--- config.mk ---
export PLATFORM = sky130hd
export DESIGN_NAME = fft_adc_loader_flat
export DESIGN_NICKNAME = d
export VERILOG_FILES = /design/src/rtl/fft_adc_loader_pkg.sv /design/src/rtl/fft_adc_loader_if.sv /design/src/rtl/fft_wr_addr_gen.sv /design/src/rtl/fft_adc_loader.sv /design/src/flat_wrapper.sv
export SDC_FILE = /design/constraint.sdc
export NUM_CORES = 1
export LEC_CHECK = 0
export ABC_AREA = 1
export BUFFER_PORTS_ARGS = -buffer_cell sky130_fd_sc_hd__buf_4
export CAP_MARGIN = 20
export CORE_MARGIN = 2
export CORE_UTILIZATION = 45
export CTS_CLUSTER_DIAMETER = 30
export DETAILED_ROUTE_END_ITERATION = 10
export GPL_TIMING_DRIVEN = 0
export PLACE_DENSITY = 0.7
export SYNTH_ARGS = -nofsm -noshare
export SYNTH_HDL_FRONTEND = slang
export SYNTH_HIERARCHICAL = 1
export SYNTH_SLANG_ARGS = --single-unit
--- constraint.sdc ---
create_clock -name iCLK -period 3.4 [get_ports iCLK]
set_input_delay 0.68 -clock iCLK [delete_from_list [all_inputs] [get_ports iCLK]]
set_output_delay 0.68 -clock iCLK [all_outputs]
set_load 0.03 [all_outputs]
--- src/rtl/fft_adc_loader_pkg.sv ---
// Shared constants, FSM state type and sample-index helpers for the FFT input loader.
package fft_loader_pkg;

    localparam int N      = 4096;
    localparam int LOG2N  = $clog2(N);
    localparam int A_BIT  = LOG2N - 2;
    localparam int D_BIT  = 16;
    localparam int S_BIT  = D_BIT - 1;
    localparam int N_BANK = N / 4;

    typedef enum logic [1:0] {
        LOAD = 2'd0,
        KICK = 2'd1,
        ARM  = 2'd2,
        WAIT = 2'd3
    } state_t;

    typedef logic [LOG2N-1:0] k_t;

    // Banks are filled one after another, so the bank is simply the top two index bits.
    function automatic logic [1:0] k_to_bank(input k_t k);
        return k[LOG2N-1:A_BIT];
    endfunction

    function automatic logic [A_BIT-1:0] k_to_addr(input k_t k);
        return k[A_BIT-1:0];
    endfunction

endpackage

--- src/rtl/fft_adc_loader_if.sv ---
// ADC sample stream plus fft_top write/start/ready signals seen by the loader.
interface fft_adc_loader_if;
    import fft_loader_pkg::*;

    logic [S_BIT-1:0] iADC_DATA;
    logic             iADC_VALID;
    logic             oADC_READY;
    logic [S_BIT-1:0] oDATA;
    logic [A_BIT-1:0] oADDR_WR_0;
    logic [A_BIT-1:0] oADDR_WR_1;
    logic [A_BIT-1:0] oADDR_WR_2;
    logic [A_BIT-1:0] oADDR_WR_3;
    logic             oWE_0;
    logic             oWE_1;
    logic             oWE_2;
    logic             oWE_3;
    logic             oSTART;
    logic             iFFT_RDY;
    logic             oBUSY;
    logic             oOVERRUN;

    modport slave (
        input  iADC_DATA, iADC_VALID, iFFT_RDY,
        output oADC_READY, oDATA, oADDR_WR_0, oADDR_WR_1, oADDR_WR_2, oADDR_WR_3,
               oWE_0, oWE_1, oWE_2, oWE_3, oSTART, oBUSY, oOVERRUN
    );

    modport master (
        output iADC_DATA, iADC_VALID, iFFT_RDY,
        input  oADC_READY, oDATA, oADDR_WR_0, oADDR_WR_1, oADDR_WR_2, oADDR_WR_3,
               oWE_0, oWE_1, oWE_2, oWE_3, oSTART, oBUSY, oOVERRUN
    );

endinterface

--- src/rtl/fft_wr_addr_gen.sv ---
// Sample index counter and registered per-bank write enable / address outputs.
module fft_wr_addr_gen
    import fft_loader_pkg::*;
(
    input  logic                  iCLK,
    input  logic                  iRESET,
    input  logic                  accept,
    output logic                  last,
    output logic [3:0]            we,
    output logic [3:0][A_BIT-1:0] addr
);

    k_t                    k_q, k_d;
    logic [3:0]            we_q, we_d;
    logic [3:0][A_BIT-1:0] addr_q, addr_d;

    always_comb begin
        k_d    = k_q;
        we_d   = '0;
        addr_d = addr_q;
        if (accept) begin
            // The counter is exactly log2(N) bits wide, so it wraps to 0 after N-1.
            k_d                    = k_q + k_t'(1);
            we_d[k_to_bank(k_q)]   = 1'b1;
            addr_d[k_to_bank(k_q)] = k_to_addr(k_q);
        end
    end

    always_ff @(posedge iCLK or negedge iRESET) begin
        if (!iRESET) begin
            k_q    <= '0;
            we_q   <= '0;
            addr_q <= '0;
        end else begin
            k_q    <= k_d;
            we_q   <= we_d;
            addr_q <= addr_d;
        end
    end

    assign last = (k_q == k_t'(N - 1));
    assign we   = we_q;
    assign addr = addr_q;

endmodule

--- src/rtl/fft_adc_loader.sv ---
// Loads one N-point ADC frame into the fft_top RAM banks, kicks the FFT, waits for it to finish.
// Build option FFT_ADC_OFFSET_BIN_EN: treat ADC samples as offset-binary (MSB inverted on load).
//
// state | meaning
// LOAD  | accepting samples, writing banks 0..3 in order
// KICK  | last sample being written; oSTART fires next cycle
// ARM   | busy, waiting for FFT ready to drop (ignores a stale-high ready)
// WAIT  | busy, waiting for a rising edge on FFT ready
module fft_adc_loader
    import fft_loader_pkg::*;
(
    input logic               iCLK,
    input logic               iRESET,
    fft_adc_loader_if.slave   bus
);

    state_t           state_q, state_d;
    logic             ready_q, ready_d;
    logic             busy_q, busy_d;
    logic             start_q, start_d;
    logic             ovr_q, ovr_d;
    logic             rdy_prev_q, rdy_prev_d;
    logic [S_BIT-1:0] data_q, data_d;
    logic [S_BIT-1:0] sample;
    logic             accept;
    logic             last;
    logic [3:0]       we;
    logic [3:0][A_BIT-1:0] addr;

`ifdef FFT_ADC_OFFSET_BIN_EN
    assign sample = {~bus.iADC_DATA[S_BIT-1], bus.iADC_DATA[S_BIT-2:0]};
`else
    assign sample = bus.iADC_DATA;
`endif

    assign accept = bus.iADC_VALID & ready_q;

    fft_wr_addr_gen u_wr_addr_gen (
        .iCLK   (iCLK),
        .iRESET (iRESET),
        .accept (accept),
        .last   (last),
        .we     (we),
        .addr   (addr)
    );

    always_comb begin
        state_d    = state_q;
        rdy_prev_d = bus.iFFT_RDY;
        case (state_q)
            LOAD:    if (accept && last) state_d = KICK;
            KICK:    state_d = ARM;
            ARM:     if (!bus.iFFT_RDY) state_d = WAIT;
            WAIT:    if (bus.iFFT_RDY && !rdy_prev_q) state_d = LOAD;
            default: state_d = LOAD;
        endcase

        // Outputs are registered from the next state so they line up with the state register.
        ready_d = (state_d == LOAD);
        busy_d  = (state_d == ARM) || (state_d == WAIT);
        start_d = (state_q == KICK);
        ovr_d   = ovr_q | (bus.iADC_VALID & ~ready_q);
        data_d  = accept ? sample : data_q;
    end

    always_ff @(posedge iCLK or negedge iRESET) begin
        if (!iRESET) begin
            state_q    <= LOAD;
            ready_q    <= 1'b0;
            busy_q     <= 1'b0;
            start_q    <= 1'b0;
            ovr_q      <= 1'b0;
            rdy_prev_q <= 1'b0;
            data_q     <= '0;
        end else begin
            state_q    <= state_d;
            ready_q    <= ready_d;
            busy_q     <= busy_d;
            start_q    <= start_d;
            ovr_q      <= ovr_d;
            rdy_prev_q <= rdy_prev_d;
            data_q     <= data_d;
        end
    end

    assign bus.oADC_READY = ready_q;
    assign bus.oBUSY      = busy_q;
    assign bus.oSTART     = start_q;
    assign bus.oOVERRUN   = ovr_q;
    assign bus.oDATA      = data_q;
    assign bus.oWE_0      = we[0];
    assign bus.oWE_1      = we[1];
    assign bus.oWE_2      = we[2];
    assign bus.oWE_3      = we[3];
    assign bus.oADDR_WR_0 = addr[0];
    assign bus.oADDR_WR_1 = addr[1];
    assign bus.oADDR_WR_2 = addr[2];
    assign bus.oADDR_WR_3 = addr[3];

endmodule
--- src/flat_wrapper.sv ---
// flat-port wrapper written by rule: the top's interface ports become plain ports
module fft_adc_loader_flat import fft_loader_pkg::*;
  (iCLK, iRESET, bus_iADC_DATA, bus_iADC_VALID, bus_iFFT_RDY, bus_oADC_READY, bus_oDATA, bus_oADDR_WR_0, bus_oADDR_WR_1, bus_oADDR_WR_2, bus_oADDR_WR_3, bus_oWE_0, bus_oWE_1, bus_oWE_2, bus_oWE_3, bus_oSTART, bus_oBUSY, bus_oOVERRUN);
  fft_adc_loader_if bus_i ();
  input logic iCLK;
  input logic iRESET;
  input wire logic [$bits(bus_i.iADC_DATA)-1:0] bus_iADC_DATA;
  input wire logic [$bits(bus_i.iADC_VALID)-1:0] bus_iADC_VALID;
  input wire logic [$bits(bus_i.iFFT_RDY)-1:0] bus_iFFT_RDY;
  output wire logic [$bits(bus_i.oADC_READY)-1:0] bus_oADC_READY;
  output wire logic [$bits(bus_i.oDATA)-1:0] bus_oDATA;
  output wire logic [$bits(bus_i.oADDR_WR_0)-1:0] bus_oADDR_WR_0;
  output wire logic [$bits(bus_i.oADDR_WR_1)-1:0] bus_oADDR_WR_1;
  output wire logic [$bits(bus_i.oADDR_WR_2)-1:0] bus_oADDR_WR_2;
  output wire logic [$bits(bus_i.oADDR_WR_3)-1:0] bus_oADDR_WR_3;
  output wire logic [$bits(bus_i.oWE_0)-1:0] bus_oWE_0;
  output wire logic [$bits(bus_i.oWE_1)-1:0] bus_oWE_1;
  output wire logic [$bits(bus_i.oWE_2)-1:0] bus_oWE_2;
  output wire logic [$bits(bus_i.oWE_3)-1:0] bus_oWE_3;
  output wire logic [$bits(bus_i.oSTART)-1:0] bus_oSTART;
  output wire logic [$bits(bus_i.oBUSY)-1:0] bus_oBUSY;
  output wire logic [$bits(bus_i.oOVERRUN)-1:0] bus_oOVERRUN;
  assign bus_i.iADC_DATA = bus_iADC_DATA;
  assign bus_i.iADC_VALID = bus_iADC_VALID;
  assign bus_i.iFFT_RDY = bus_iFFT_RDY;
  assign bus_oADC_READY = bus_i.oADC_READY;
  assign bus_oDATA = bus_i.oDATA;
  assign bus_oADDR_WR_0 = bus_i.oADDR_WR_0;
  assign bus_oADDR_WR_1 = bus_i.oADDR_WR_1;
  assign bus_oADDR_WR_2 = bus_i.oADDR_WR_2;
  assign bus_oADDR_WR_3 = bus_i.oADDR_WR_3;
  assign bus_oWE_0 = bus_i.oWE_0;
  assign bus_oWE_1 = bus_i.oWE_1;
  assign bus_oWE_2 = bus_i.oWE_2;
  assign bus_oWE_3 = bus_i.oWE_3;
  assign bus_oSTART = bus_i.oSTART;
  assign bus_oBUSY = bus_i.oBUSY;
  assign bus_oOVERRUN = bus_i.oOVERRUN;
  fft_adc_loader u_core (.iCLK(iCLK), .iRESET(iRESET), .bus(bus_i));
endmodule
Yosys cells after proc, flatten, opt, wreduce, memory -nomap -nowiden. Cells that the tools add are included.

Add/subtract/negate cells: 1. Multipliers: 0. Divide/modulo/power cells: 0. Order comparisons: 2. Equality and inequality tests: 6. Shift-type cells: 0. Mux-type cells: 10. Bitwise gates (word level): 4. Reductions and logical operators: 7.

Operators with widths (count): bitwise mux 40 bit (1); demux 10 bit (select 2 bit) (1); adder 12 x 1 -> 12 bit, second input constant (1); equality test 12 bit, second input constant (1); 2-to-1 mux 10 bit (1); equality test 2 bit, second input constant (4); case mux 2 bit (4 select lines) (1); 2-to-1 mux 2 bit (3); zero test 2 bit (2); 2-to-1 mux 4 bit (1); logical AND 1 bit (3); less-than comparator 2 x 3 -> 1 bit, second input constant (1); bitwise AND 1 bit (2); demux 1 bit (select 2 bit) (1); equality test 2 x 1 -> 1 bit, second input constant (1); greater-or-equal comparator 2 x 1 -> 1 bit, second input constant (1); zero test 1 bit (1); logical OR 1 bit (1); 2-to-1 mux 1 bit (1); inverter 1 bit (1); OR 1 bit (1).

Register bits: 78. Bits in latches: 0. Memory bits (writable): 0. Bits in read-only memories: 0. Input port bits: 19. Output and inout port bits: 63. Memories: 0.

Longest topological paths before layout. Gate-level depths: netlist of the first run.

Word-level depth: 6. Gate-level depth with buffers: 10.

Modules after synthesis. The synthesis of the first run kept the hierarchy.

By module, submodules not included: fft_wr_addr_gen (instances 1, cells an instance 217, area an instance 2278.4 um^2, seq. area each 1401.3 um^2); fft_adc_loader (instances 1, cells an instance 90, area an instance 849.6 um^2, seq. area each 550.5 um^2).

Least setup slack after synthesis of the first run. OpenSTA, ideal clock, no wires.

Kind: in2reg. Start: input bus_iADC_VALID. End: register u_core.u_wr_addr_gen.addr_q, in the netlist u_core/u_wr_addr_gen/addr[13]. Setup time: 124 ps. Arrival: 1567 ps. Path slack: 1709 ps. Cell stages on the path: 10. Buffers on the path: 3. Path through: nand2_4 -> inv_6 -> buf_12 -> buf_4 -> inv_2 -> nor3_4 -> inv_2 -> buf_6 -> nand2_1 -> o21ai_2.

Word-level cells in the longest chain between the ends: 1.

RTL lines: from (decl) (line flat_wrapper.sv:8) `input wire logic [$bits(bus_i.iADC_VALID)-1:0] bus_iADC_VALID;`; bitwise AND 1 bit (line fft_adc_loader.sv:36) `assign accept = bus.iADC_VALID & ready_q;`; net u_core.accept (line fft_adc_loader.sv:25) `logic accept;`; to (signal assigned) (line fft_wr_addr_gen.sv:37) `addr_q <= addr_d;`; to (decl) (line fft_wr_addr_gen.sv:15) `logic [3:0][A_BIT-1:0] addr_q, addr_d;`.

The timed path passes the listed nets, and every way through them passes these cells. A chain may end at the register's enable or synchronous reset.

Worst setup path in the final report of the first run.
Start: register u_core.ready_q (netlist: u_core/bus.oADC_READY). End: output bus_oADC_READY.

RTL lines: from (decl) (line fft_adc_loader.sv:18) `logic ready_q, ready_d;`; from (signal assigned) (line fft_adc_loader.sv:77) `ready_q <= ready_d;`; to (decl) (line flat_wrapper.sv:10) `output wire logic [$bits(bus_i.oADC_READY)-1:0] bus_oADC_READY;`.

No word-level cell between the ends.

==> impl_summary.txt, run 1 <==
----------------------------------------------------
[Layout]
  Flip-flop and latch area ... 1950 µm²
  Syn-to-layout area delta ... 29.9%
  Multi-input gate area in the final layout ... 967 µm²
  Share of final-layout standard cells stronger than drive strength 1 ... 35.6%
  Fill cells ... 570
  Number of nets in the finished design ... 419
  Count of inserted antenna diode cells ... 0
  Post-route cell area ... 4060 µm²

[STA]
  Worst-Margin Slew ... 0.937 ns
  Peak clock frequency supported by timing ... 610 MHz
  Clock Skews ... 0.0106 ns
  Setup violations, final ... 0
  Setup ws final ... 1.76 ns
  Total count of hold-check failures in the final report ... 0
  Hold Slack ... 0.461 ns
  TNS Setup ... 0 ns
  RSZ-0062 raised after global routing ... false
  Final min period ... 1.64 ns
  Part of the cycle the worst path needs ... 48.2%
  Slew headroom ... 37.5%
  Slew Viols, Final ... 0

[Critical path]
  Start-to-end type of the worst setup path ... flop to output pin
  Worst Path Arrival ... 0.96 ns
  Max FO, Critical Path ... 3
  Setup crit start kind ... flop
  Element type at the critical path end ... output pin
  Kind of cell with the highest combined delay on the critical path ... flip-flops
  Peak per-stage delay on the critical path ... 0.43 ns
  WP data required ... 2.72 ns
  Cell with the largest stage delay on the worst path ... sky130_fd_sc_hd__dfrtp_1
  Worst path buffer plus inverter count ... 1
  Cells along the critical path ... buf_4

[Routing]
  Vias ... 2,349
  Antenna viol nets, final ... 0
  Post-route DRC violation count ... 0
  First-pass iteration count of the detailed router ... 4
  Final wirelength ... 6.41 mm
  Routed via count divided by cell count ... 4.85
  Drt initial violations ... 126
  Wire per inst ... 13.2 µm

[CTS]
  Cts bufs inserted ... 9
  Clk_lat worst skew ... 0.34 ns
  Number of sinks on the clock net ... 78
  CTS tree ... built
  Buffers inserted by post-CTS timing repair ... 0
  Clock transition at the registers of the reported paths ... 0.08 ns
  Root buffer selected by CTS ... sky130_fd_sc_hd__clkbuf_8
  Clock Tree Buf Depth ... 2
  Hold_buf cts ... 0
  Post-CTS sizing ... 0
  H-tree level count ... 3

[Floorplan]
  Vertical die dimension ... 87.4 µm
  Die area ... 7630 µm²
  # rows ... 30
  Starting density of the core ... 46.3%
  Core region area ... 6760 µm²
  Top Ports ... 82
  Die width ... 87.4 µm

[Placement]
  Count of buffers inserted at the top-level ports ... 81
  HPWL Detailed ... 4.51 mm
  Worst slack at placement ... 1.46 ns
  RePlAce Congestion ... 0.785
  Instance area at placement ... 3840 µm²

[Synth]
  Most used standard cell by instance count after synthesis ... sky130_fd_sc_hd__nand2_1
  Count of flip-flops with a built-in enable after synthesis ... 0
  Library cell occupying the most area in the post-synthesis netlist ... sky130_fd_sc_hd__dfrtp_1
  Number of synthesis warnings ... 6
  Top_reg_cell synth ... sky130_fd_sc_hd__dfrtp_1
  Area share of the largest cell type after synthesis ... 62.4%
  Count of unique library cells instantiated by Yosys ... 27
  Share of flip-flops with an asynchronous set or reset after synthesis ... 100%
  Total of flip-flops plus latches after synthesis ... 78
  Portion of the post-synthesis area used by sequential elements ... 62.4%
  Post-synthesis net count ... 327
  List of most frequent post-synthesis cells ... 108 x sky130_fd_sc_hd__nand2_1, 78 x sky130_fd_sc_hd__dfrtp_1, 22 x sky130_fd_sc_hd__inv_1
  Instance count of the mapped netlist ... 307
  Total standard cell area after synthesis ... 3130 µm²
  Average size of a mapped cell ... 10.2 µm²
  Top cells by area, synth ... sky130_fd_sc_hd__dfrtp_1 62%, sky130_fd_sc_hd__nand2_1 13%, sky130_fd_sc_hd__o21ai_2 5.6%, sky130_fd_sc_hd__o21ai_0 3.4%, sky130_fd_sc_hd__inv_1 2.6%

[Global routing]
  Sum of overflow across all layers after global routing ... 0
  Wire length of the first global-routing pass ... 10.6 mm
  GRT Total Usage ... 18.0%
  Maximum number of pins on one net before global-route repair ... 79
  Number of antenna violations at the first check in global routing ... 0
  Vias in the first global route ... 2,264

[Run]
  Max-capacitance violation count ... 0

[Power]
  PD cells ... 683 nW/µm²
  Design Power ... 2.78 mW
  Peak supply drop ... 450 µV
  Reported leakage power ... 2.14 nW

[Outcome]
  Outcome ... complete, no violations

[Min path]
  Worst hold-check path type ... input port to flop

----------------------------------------------------
## final timing paths
| kind | startpoint | end | slack (ns) | cells past startpoint |
|---|---|---|---|---|
| max in group asynchronous | iRESET | u_core/bus.oDATA[11]$_DFFE_PN0N_ | 2.32 | 1 |
| worst max register to register | u_core/bus.oADC_READY$_DFF_PN0_ | u_core/u_wr_addr_gen/addr[23]$_DFFE_PN0P_ | 1.81 | 8 |
| worst min register to register | u_core/state_q[1]$_DFF_PN0_ | u_core/bus.oSTART$_DFF_PN0_ | 0.48 | 1 |
| min in group asynchronous | iRESET | u_core/u_wr_addr_gen/addr[16]$_DFFE_PN0P_ | 0.49 | 1 |
| worst max-delay path | u_core/bus.oADC_READY$_DFF_PN0_ | bus_oADC_READY | 1.76 | 1 |
| worst min-delay path | bus_iFFT_RDY | u_core/rdy_prev_q$_DFF_PN0_ | 0.46 | 1 |
## power by group
| part | leakage [nW] | internal, mW | switching [mW] |
|---|---|---|---|
| combinational | 1.02 | 0.275 | 0.523 |
| clock | 0.108 | 0.423 | 0.350 |
| sequential | 1.01 | 1.09 | 0.112 |
## layout by cell type, fill, tap and decap left out
master                         n
sky130_fd_sc_hd__inv_6         3
sky130_fd_sc_hd__inv_1        22
sky130_fd_sc_hd__nand3_2       1
sky130_fd_sc_hd__nand4_1       2
sky130_fd_sc_hd__nor2_1       10
sky130_fd_sc_hd__nand2_4       1
sky130_fd_sc_hd__nand3_1       6
sky130_fd_sc_hd__o21bai_1      1
sky130_fd_sc_hd__clkbuf_8      9
sky130_fd_sc_hd__inv_8         1
sky130_fd_sc_hd__nor3_1        2
sky130_fd_sc_hd__buf_4        84
sky130_fd_sc_hd__xor2_1        7
sky130_fd_sc_hd__dfrtp_1      78
sky130_fd_sc_hd__nor2_4        2
sky130_fd_sc_hd__inv_2         4
sky130_fd_sc_hd__nand2_2       5
sky130_fd_sc_hd__buf_12        1
sky130_fd_sc_hd__nand2_1     108
sky130_fd_sc_hd__nor3b_1       1
sky130_fd_sc_hd__nor3_4        1
sky130_fd_sc_hd__o21ai_1       1
sky130_fd_sc_hd__ha_1          1
sky130_fd_sc_hd__buf_2         1
sky130_fd_sc_hd__clkbuf_2      2
sky130_fd_sc_hd__bufinv_16     2
sky130_fd_sc_hd__o21ai_2      20
sky130_fd_sc_hd__nor2_2        1
sky130_fd_sc_hd__buf_6         4
sky130_fd_sc_hd__clkinvlp_4    2
sky130_fd_sc_hd__o21ai_0      21
## per-stage QoR
step                std cells  util [%]
floorplan                 307         -
global placement          468      56.8
detailed placement        468      56.8
CTS                       484      60.1
global route              484      60.1
finish                    484      60.1
## layout make-up
| type | count | share of cell area (%) |
|---|---|---|
| Sequential cell | 78 | 48.0 |
| Multi-Input combinational cell | 191 | 23.8 |
| Timing Repair Buffer | 81 | 15.0 |
| Clock buffer | 9 | 3.05 |
| Inverter | 27 | 2.62 |
| Clock inverter | 7 | 2.56 |
| Buffer | 11 | 2.52 |
| Tap cell | 80 | 2.46 |
## layer usage
layer  vias up  track usage [%]  share of wire (%)
li1       1146                -                  -
met1      1115             24.2                 46
met2        83             28.2                 47
met3         5             4.17                7.1
met4         0             7.13               0.51
met5         -                0                  0
## registers in the layout (all words and copies together) (netlist names)
name,cells
u_core/bus.oADC_READY,1
u_core/bus.oBUSY,1
u_core/bus.oDATA,15
u_core/bus.oOVERRUN,1
u_core/bus.oSTART,1
u_core/rdy_prev_q,1
u_core/state_q,2
u_core/u_wr_addr_gen/addr,40
u_core/u_wr_addr_gen/k_q,12
u_core/u_wr_addr_gen/we,4
## logic make-up after synthesis
family | synth area share (%)
and+or+nand+nor | 19.2
xor gates and xnor gates | 1.96
DFF | 62.4
AOI/OAI and AO/OA | 9.36
adders and majority gates | 0.400
buffers and inverters | 6.68
Note: power is estimated with default switching activity, not from simulation.
==> inputs of run 2 (changes only) <==
--- a/config.mk
+++ b/config.mk
@@ -5,7 +5,7 @@
 export SDC_FILE = /design/constraint.sdc
 export NUM_CORES = 1
 export LEC_CHECK = 0
-export ABC_AREA = 1
+export ABC_AREA = 0
 export BUFFER_PORTS_ARGS = -buffer_cell sky130_fd_sc_hd__buf_4
 export CAP_MARGIN = 20
 export CORE_MARGIN = 2
==> constraint.sdc (replaced) <==
create_clock -name iCLK -period 1.55 [get_ports iCLK]
set_input_delay 0.31 -clock iCLK [delete_from_list [all_inputs] [get_ports iCLK]]
set_output_delay 0.31 -clock iCLK [all_outputs]
set_load 0.03 [all_outputs]
==> impl_summary.txt, run 2 <==
----------------------------------------------------
[Critical path]
  Max FO, Critical Path ... 6
  Origin of the critical flop-to-flop path ... u_core/u_wr_addr_gen/k_q[1]$_DFFE_PN0P_
  Worst Path Arrival ... 1.71 ns
  WP data required ... 1.78 ns
  FF-to-FF End ... u_core/bus.oADC_READY$_DFF_PN0_
  Start-to-end type of the worst setup path ... flop to flop
  Setup crit start kind ... flop
  Slack of the worst reg-to-reg path ... 0.06 ns
  Number of cell instances on the worst register-to-register path ... 5
  Element type at the critical path end ... flop

[Synth]
  Instance count of the mapped netlist ... 200
  Fraction of synthesized cell area in xor and xnor cells ... 3.18%
  Total standard cell area after synthesis ... 3030 µm²
  Post-synthesis net count ... 220
  Most used standard cell by instance count after synthesis ... sky130_fd_sc_hd__dfrtp_1
  Top cells by area, synth ... sky130_fd_sc_hd__dfrtp_1 64%, sky130_fd_sc_hd__mux2_2 16%, sky130_fd_sc_hd__mux2_4 4.5%, sky130_fd_sc_hd__xor2_1 2.0%, sky130_fd_sc_hd__buf_2 1.2%
  Portion of the post-synthesis area used by sequential elements ... 64.4%
  Area share of the largest cell type after synthesis ... 64.4%
  List of most frequent post-synthesis cells ... 78 x sky130_fd_sc_hd__dfrtp_1, 44 x sky130_fd_sc_hd__mux2_2, 9 x sky130_fd_sc_hd__mux2_4, 9 x sky130_fd_sc_hd__nand2_1
  Share of flip-flops with an asynchronous set or reset after synthesis ... 100%
  Count of flip-flops with a built-in enable after synthesis ... 0
  Mux contribution to synthesized area ... 21.1%
  Compound-cell area share of the yosys netlist ... 1.82%
  Number of synthesis warnings ... 6
  Largest family of logic cells by synthesized area ... multiplexers
  Top_reg_cell synth ... sky130_fd_sc_hd__dfrtp_1
  Average size of a mapped cell ... 15.2 µm²
  Library cell occupying the most area in the post-synthesis netlist ... sky130_fd_sc_hd__dfrtp_1
  Total of flip-flops plus latches after synthesis ... 78
  Adder-cell area share of the yosys netlist ... 0.413%
  Count of unique library cells instantiated by Yosys ... 30
  Simple-gate share of the synthesized area ... 6.36%

[CTS]
  Root buffer selected by CTS ... sky130_fd_sc_hd__clkbuf_8
  Number of sinks on the clock net ... 78
  CTS tree ... built
  Clk_lat worst skew ... 0.34 ns
  Clock Tree Buf Depth ... 2
  Hold_buf cts ... 0
  H-tree level count ... 3
  Cts bufs inserted ... 9
  Clock transition at the registers of the reported paths ... 0.08 ns

[Power]
  PD cells ... 1260 nW/µm²
  Peak supply drop ... 794 µV
  Design Power ... 5.25 mW
  Reported leakage power ... 2.21 nW

[Layout]
  Multi-input gate area in the final layout ... 1100 µm²
  Post-route cell area ... 4160 µm²
  Utilization of the core after routing ... 64.8%
  Most used cells in the layout excluding fill and tap cells ... 89 x sky130_fd_sc_hd__buf_4, 75 x sky130_fd_sc_hd__dfrtp_1, 27 x sky130_fd_sc_hd__mux2_2
  Most common cell after layout, fill and taps aside ... sky130_fd_sc_hd__buf_4
  Number of nets in the finished design ... 319
  Share of final-layout standard cells stronger than drive strength 1 ... 58.2%
  Syn-to-layout area delta ... 37.3%
  Post-layout instance count excluding filler cells ... 381
  Count of inserted antenna diode cells ... 0
  Fill cells ... 486
  Number of flip-flops in the largest register ... 40
  Flip-flop and latch area ... 1960 µm²

[Min path]
  Number of cells traversed by the worst hold path ... 1
  Launch point of the worst hold path ... bus_iFFT_RDY
  Hold endpoint ... u_core/rdy_prev_q$_DFF_PN0_
  Worst hold-check path type ... input port to flop

[Floorplan]
  Top Ports ... 82
  Die width ... 86.1 µm
  # rows ... 29
  Die area ... 7410 µm²
  Starting density of the core ... 47.2%
  Vertical die dimension ... 86.1 µm
  Core region area ... 6420 µm²

[STA]
  Setup violations, final ... 0
  RSZ-0062 raised after global routing ... false
  Final min period ... 1.49 ns
  Peak clock frequency supported by timing ... 673 MHz
  Slew Viols, Final ... 0
  Clock Skews ... 0.00932 ns
  Part of the cycle the worst path needs ... 95.9%
  Slew headroom ... 35.8%
  Total count of hold-check failures in the final report ... 0
  Worst-Margin Slew ... 0.963 ns

[Global routing]
  Number of antenna violations at the first check in global routing ... 0
  GRT Total Usage ... 17.2%
  Wire length of the first global-routing pass ... 9.68 mm
  Maximum number of pins on one net before global-route repair ... 79
  Vias in the first global route ... 1,862
  Sum of overflow across all layers after global routing ... 0

[Placement]
  HPWL Detailed ... 3.97 mm
  Cell count after placement ... 358
  RePlAce Congestion ... 0.712
  Instance area at placement ... 3830 µm²
  Count of buffers inserted at the top-level ports ... 81

[Routing]
  Routed via count divided by cell count ... 4.93
  Drt initial violations ... 71
  First-pass iteration count of the detailed router ... 4
  Post-route DRC violation count ... 0
  Wire per inst ... 15.9 µm
  Vias ... 1,877
  Final wirelength ... 6.06 mm
  Antenna viol nets, final ... 0

[Outcome]
  Outcome ... complete, no violations

[Run]
  Max-capacitance violation count ... 0

----------------------------------------------------
[run 2: logic make-up after synthesis]
kind of cell	count (synthesis)
adder cells (fa/ha/maj)	1
AO/OA/AOI/OAI	8
buffers and inverters	16
AND/OR/NAND/NOR	32
XOR/XNOR	11
flip-flops	78
multiplexers	54
[run 2: metrics by stage]
step | setup slack, ns | hold slack (ns) | setup TNS [ns]
after floorplan | -0.169 | 0.0144 | -3.69
after global placement | -0.203 | 0.437 | -5.91
after detailed placement | -0.243 | 0.438 | -6.49
after CTS | -0.0199 | 0.0758 | -0.0579
after global routing | 0.00218 | 0.0820 | 0
final | 0.0641 | 0.0903 | 0
[run 2: power breakdown]
part	switching (mW)	internal, mW
Clock	0.681	1.04
Combinational	0.628	0.498
Sequential	0.156	2.25
[run 2: final cells by class]
cell class                      instances  share of cell area (%)
Sequential cell                        78                    47.0
Buffer                                  8                    1.56
Inverter                                6                   0.722
Multi-Input combinational cell        106                    26.5
Timing Repair Buffer                   90                    16.3
Clock inverter                          3                    1.56
Tap cell                               77                    2.32
Clock buffer                           13                    4.06
[run 2: worst max path at each step]
stage	startpoint	depth (start not counted)	end	slack [ns]
finish	u_core/u_wr_addr_gen/k_q[1]$_DFFE_PN0P_	5	u_core/bus.oADC_READY$_DFF_PN0_	0.06
floorplan	u_core/bus.oADC_READY$_DFF_PN0_	7	u_core/u_wr_addr_gen/addr[0]$_DFFE_PN0P_	-0.17
global placement	bus_iADC_VALID	8	u_core/u_wr_addr_gen/addr[4]$_DFFE_PN0P_	-0.20
CTS	u_core/bus.oADC_READY$_DFF_PN0_	6	u_core/u_wr_addr_gen/addr[6]$_DFFE_PN0P_	-0.02
global route	u_core/bus.oADC_READY$_DFF_PN0_	5	u_core/u_wr_addr_gen/addr[4]$_DFFE_PN0P_	0.002
detailed placement	bus_iADC_VALID	8	u_core/u_wr_addr_gen/addr[6]$_DFFE_PN0P_	-0.24
[run 2: critical path, cell delays in order (launching register included)]
cell and delay (ns):
sky130_fd_sc_hd__dfrtp_2 0.41, sky130_fd_sc_hd__ha_1 0.21, sky130_fd_sc_hd__nand2_1 0.11, sky130_fd_sc_hd__nor4_4 0.38
sky130_fd_sc_hd__a311o_1 0.22, sky130_fd_sc_hd__nand2_1 0.05
[run 2: routing by layer]
metal	up-vias	global-route usage (%)	wire length (µm)
met5	-	0	0
met4	0	8.23	105
met3	8	3.27	259
met2	47	25.6	2860
met1	932	24.5	2830
li1	890	-	-
[run 2: repair_timing]
action	in CTS	in global routing
gates resized for setup	4	12
buffers inserted	5	3
setup endpoints to repair	43	15
cloned	1	0
pin swaps	1	2
==> inputs of run 3 (changes only) <==
--- a/config.mk
+++ b/config.mk
@@ -13,7 +13,8 @@
 export CTS_CLUSTER_DIAMETER = 30
 export DETAILED_ROUTE_END_ITERATION = 10
 export GPL_TIMING_DRIVEN = 0
-export PLACE_DENSITY = 0.7
+export MAX_ROUTING_LAYER = met4
+export PLACE_DENSITY_LB_ADDON = 0.25
 export SYNTH_ARGS = -nofsm -noshare
 export SYNTH_HDL_FRONTEND = slang
 export SYNTH_HIERARCHICAL = 1
==> constraint.sdc (replaced) <==
create_clock -name iCLK -period 1.4 [get_ports iCLK]
set_input_delay 0.28 -clock iCLK [delete_from_list [all_inputs] [get_ports iCLK]]
set_output_delay 0.28 -clock iCLK [all_outputs]
set_load 0.03 [all_outputs]
==> impl_summary.txt, run 3 (synthesis gave the netlist of run 2 again) <==
----------------------------------------------------
[Power]
  Combinational group share of total power ... 24.2%
  Switching share of power ... 30.5%
  Reported leakage power ... 2.32 nW
  PD cells ... 1310 nW/µm²
  Internal Pwr Total ... 3.98 mW
  Design Power ... 5.72 mW
  Reported net switching power ... 1.74 mW
  Sequential group share of total power ... 46.5%
  Peak supply drop ... 882 µV
  Clock network power share ... 29.3%

[Placement]
  Cell count after placement ... 358
  Count of buffers inserted at the top-level ports ... 81
  Worst slack at placement ... -0.375 ns
  RePlAce Congestion ... 0.745
  HPWL Detailed ... 4.05 mm

[Outcome]
  Outcome ... complete, but fails checks
  Violations in the final reports ... negative setup slack

[Critical path]
  Worst Path Arrival ... 1.71 ns
  Number of cell instances on the worst register-to-register path ... 7
  WP data required ... 1.67 ns
  Start-to-end type of the worst setup path ... flop to flop
  Max FO, Critical Path ... 6
  Setup crit start kind ... flop
  Element type at the critical path end ... flop

[CTS]
  CTS tree ... built
  Clk_lat worst skew ... 0.35 ns
  Cts bufs inserted ... 9
  Root buffer selected by CTS ... sky130_fd_sc_hd__clkbuf_8
  Clock transition at the registers of the reported paths ... 0.08 ns
  Clock Tree Buf Depth ... 2
  Number of sinks on the clock net ... 78
  H-tree level count ... 3
  Hold_buf cts ... 0

[Floorplan]
  Starting density of the core ... 47.2%
  Top Ports ... 82
  Vertical die dimension ... 86.1 µm
  Core region area ... 6420 µm²
  Die area ... 7410 µm²
  Die width ... 86.1 µm
  # rows ... 29

[Routing]
  First-pass iteration count of the detailed router ... 4
  Wire per inst ... 16.4 µm
  Drt initial violations ... 92
  Routed via count divided by cell count ... 4.96
  Final wirelength ... 6.55 mm
  Vias ... 1,975
  Post-route DRC violation count ... 0
  Antenna viol nets, final ... 0

[STA]
  Slew headroom ... 36.6%
  RSZ-0062 raised after global routing ... true
  Setup violations, final ... 15
  Clock Skews ... 0.0114 ns
  Worst-Margin Slew ... 0.951 ns
  Total count of hold-check failures in the final report ... 0
  Peak clock frequency supported by timing ... 693 MHz
  Setup ws final ... -0.0437 ns
  Final min period ... 1.44 ns
  Slew Viols, Final ... 0
  Part of the cycle the worst path needs ... 103%

[Global routing]
  Sum of overflow across all layers after global routing ... 0
  Vias in the first global route ... 1,961
  Number of antenna violations at the first check in global routing ... 0
  GRT Total Usage ... 18.7%
  Maximum number of pins on one net before global-route repair ... 79
  Wire length of the first global-routing pass ... 10.2 mm

[Layout]
  Post-layout instance count excluding filler cells ... 398
  Number of flip-flops in the largest register ... 40
  Count of inserted antenna diode cells ... 0
  Most used cells in the layout excluding fill and tap cells ... 108 x sky130_fd_sc_hd__buf_4, 71 x sky130_fd_sc_hd__dfrtp_1, 37 x sky130_fd_sc_hd__mux2_4
  Fill cells ... 464
  Syn-to-layout area delta ... 43.7%
  Share of final-layout standard cells stronger than drive strength 1 ... 64.2%
  Multi-input gate area in the final layout ... 1190 µm²
  Most common cell after layout, fill and taps aside ... sky130_fd_sc_hd__buf_4
  Number of nets in the finished design ... 336
  Flip-flop and latch area ... 1960 µm²

[Min path]
  Worst hold-check path type ... input port to flop
  Number of cells traversed by the worst hold path ... 1

[Run]
  Max-capacitance violation count ... 0

----------------------------------------------------
## run 3: final timing paths
check	from	slack (ns)	to
worst max-delay path	u_core/bus.oADC_READY$_DFF_PN0_	-0.04	u_core/u_wr_addr_gen/k_q[8]$_DFFE_PN0P_
worst min-delay path	bus_iFFT_RDY	0.05	u_core/rdy_prev_q$_DFF_PN0_
worst max register to register	u_core/bus.oADC_READY$_DFF_PN0_	-0.04	u_core/u_wr_addr_gen/k_q[8]$_DFFE_PN0P_
worst min register to register	u_core/bus.oOVERRUN$_DFF_PN0_	0.46	u_core/bus.oOVERRUN$_DFF_PN0_
max in group asynchronous	iRESET	0.64	u_core/bus.oADC_READY$_DFF_PN0_
min in group asynchronous	iRESET	0.08	u_core/u_wr_addr_gen/addr[15]$_DFFE_PN0P_
## run 3: area by class of cell
type                       instances  share of cell area, %
clock inverter                     6                   1.41
multi-input combinational        106                   27.2
sequential                        78                   45.0
inverter                           6                  0.689
tap                               77                   2.21
clock buffer                      10                   3.16
timing repair buffer             107                   18.5
buffer                             8                   1.75
## run 3: timing repair
action,4_1_cts,5_1_grt
gates cloned,1,0
buffers inserted,13,12
setup endpoints to repair,53,42
pin swaps,2,7
gates resized for setup,21,16
## run 3: per-stage QoR
step           instance area (µm²)  setup TNS [ns]  util (%)  hold slack [ns]
2_1_floorplan                 3160          -10.52         -          -0.0156
3_3_place_gp                  3860          -12.84      60.2            0.407
3_5_place_dp                  3860          -13.42      60.2            0.409
4_1_cts                       4240           -1.57      66.0           0.0386
5_1_grt                       4360           -2.05      67.8           0.0386
6_report                      4360          -0.350      67.8           0.0523
## run 3: power by group through the flow
stage	registers, mW	logic, mW	clock network (mW)
2_1_floorplan	2.96	0.460	0
3_3_place_gp	2.73	1.12	0
3_5_place_dp	2.74	1.14	0
4_1_cts	2.65	1.36	1.72
5_1_grt	2.70	1.48	1.81
6_report	2.66	1.39	1.68
## run 3: worst max-delay path: stages (launching register included)
cell and delay, ns:
sky130_fd_sc_hd__dfrtp_2 0.42, sky130_fd_sc_hd__nand2_8 0.07, sky130_fd_sc_hd__inv_8 0.06, sky130_fd_sc_hd__buf_4 0.14
sky130_fd_sc_hd__nand4_1 0.16, sky130_fd_sc_hd__buf_4 0.20, sky130_fd_sc_hd__nor3_4 0.15, sky130_fd_sc_hd__xor2_1 0.16
## run 3: layer usage
layer	vias to the layer above	track usage, %	wire (µm)
li1	934	-	-
met1	990	24.9	3030
met2	40	28.2	3160
met3	11	3.75	240
met4	0	7.36	112
met5	-	-	0
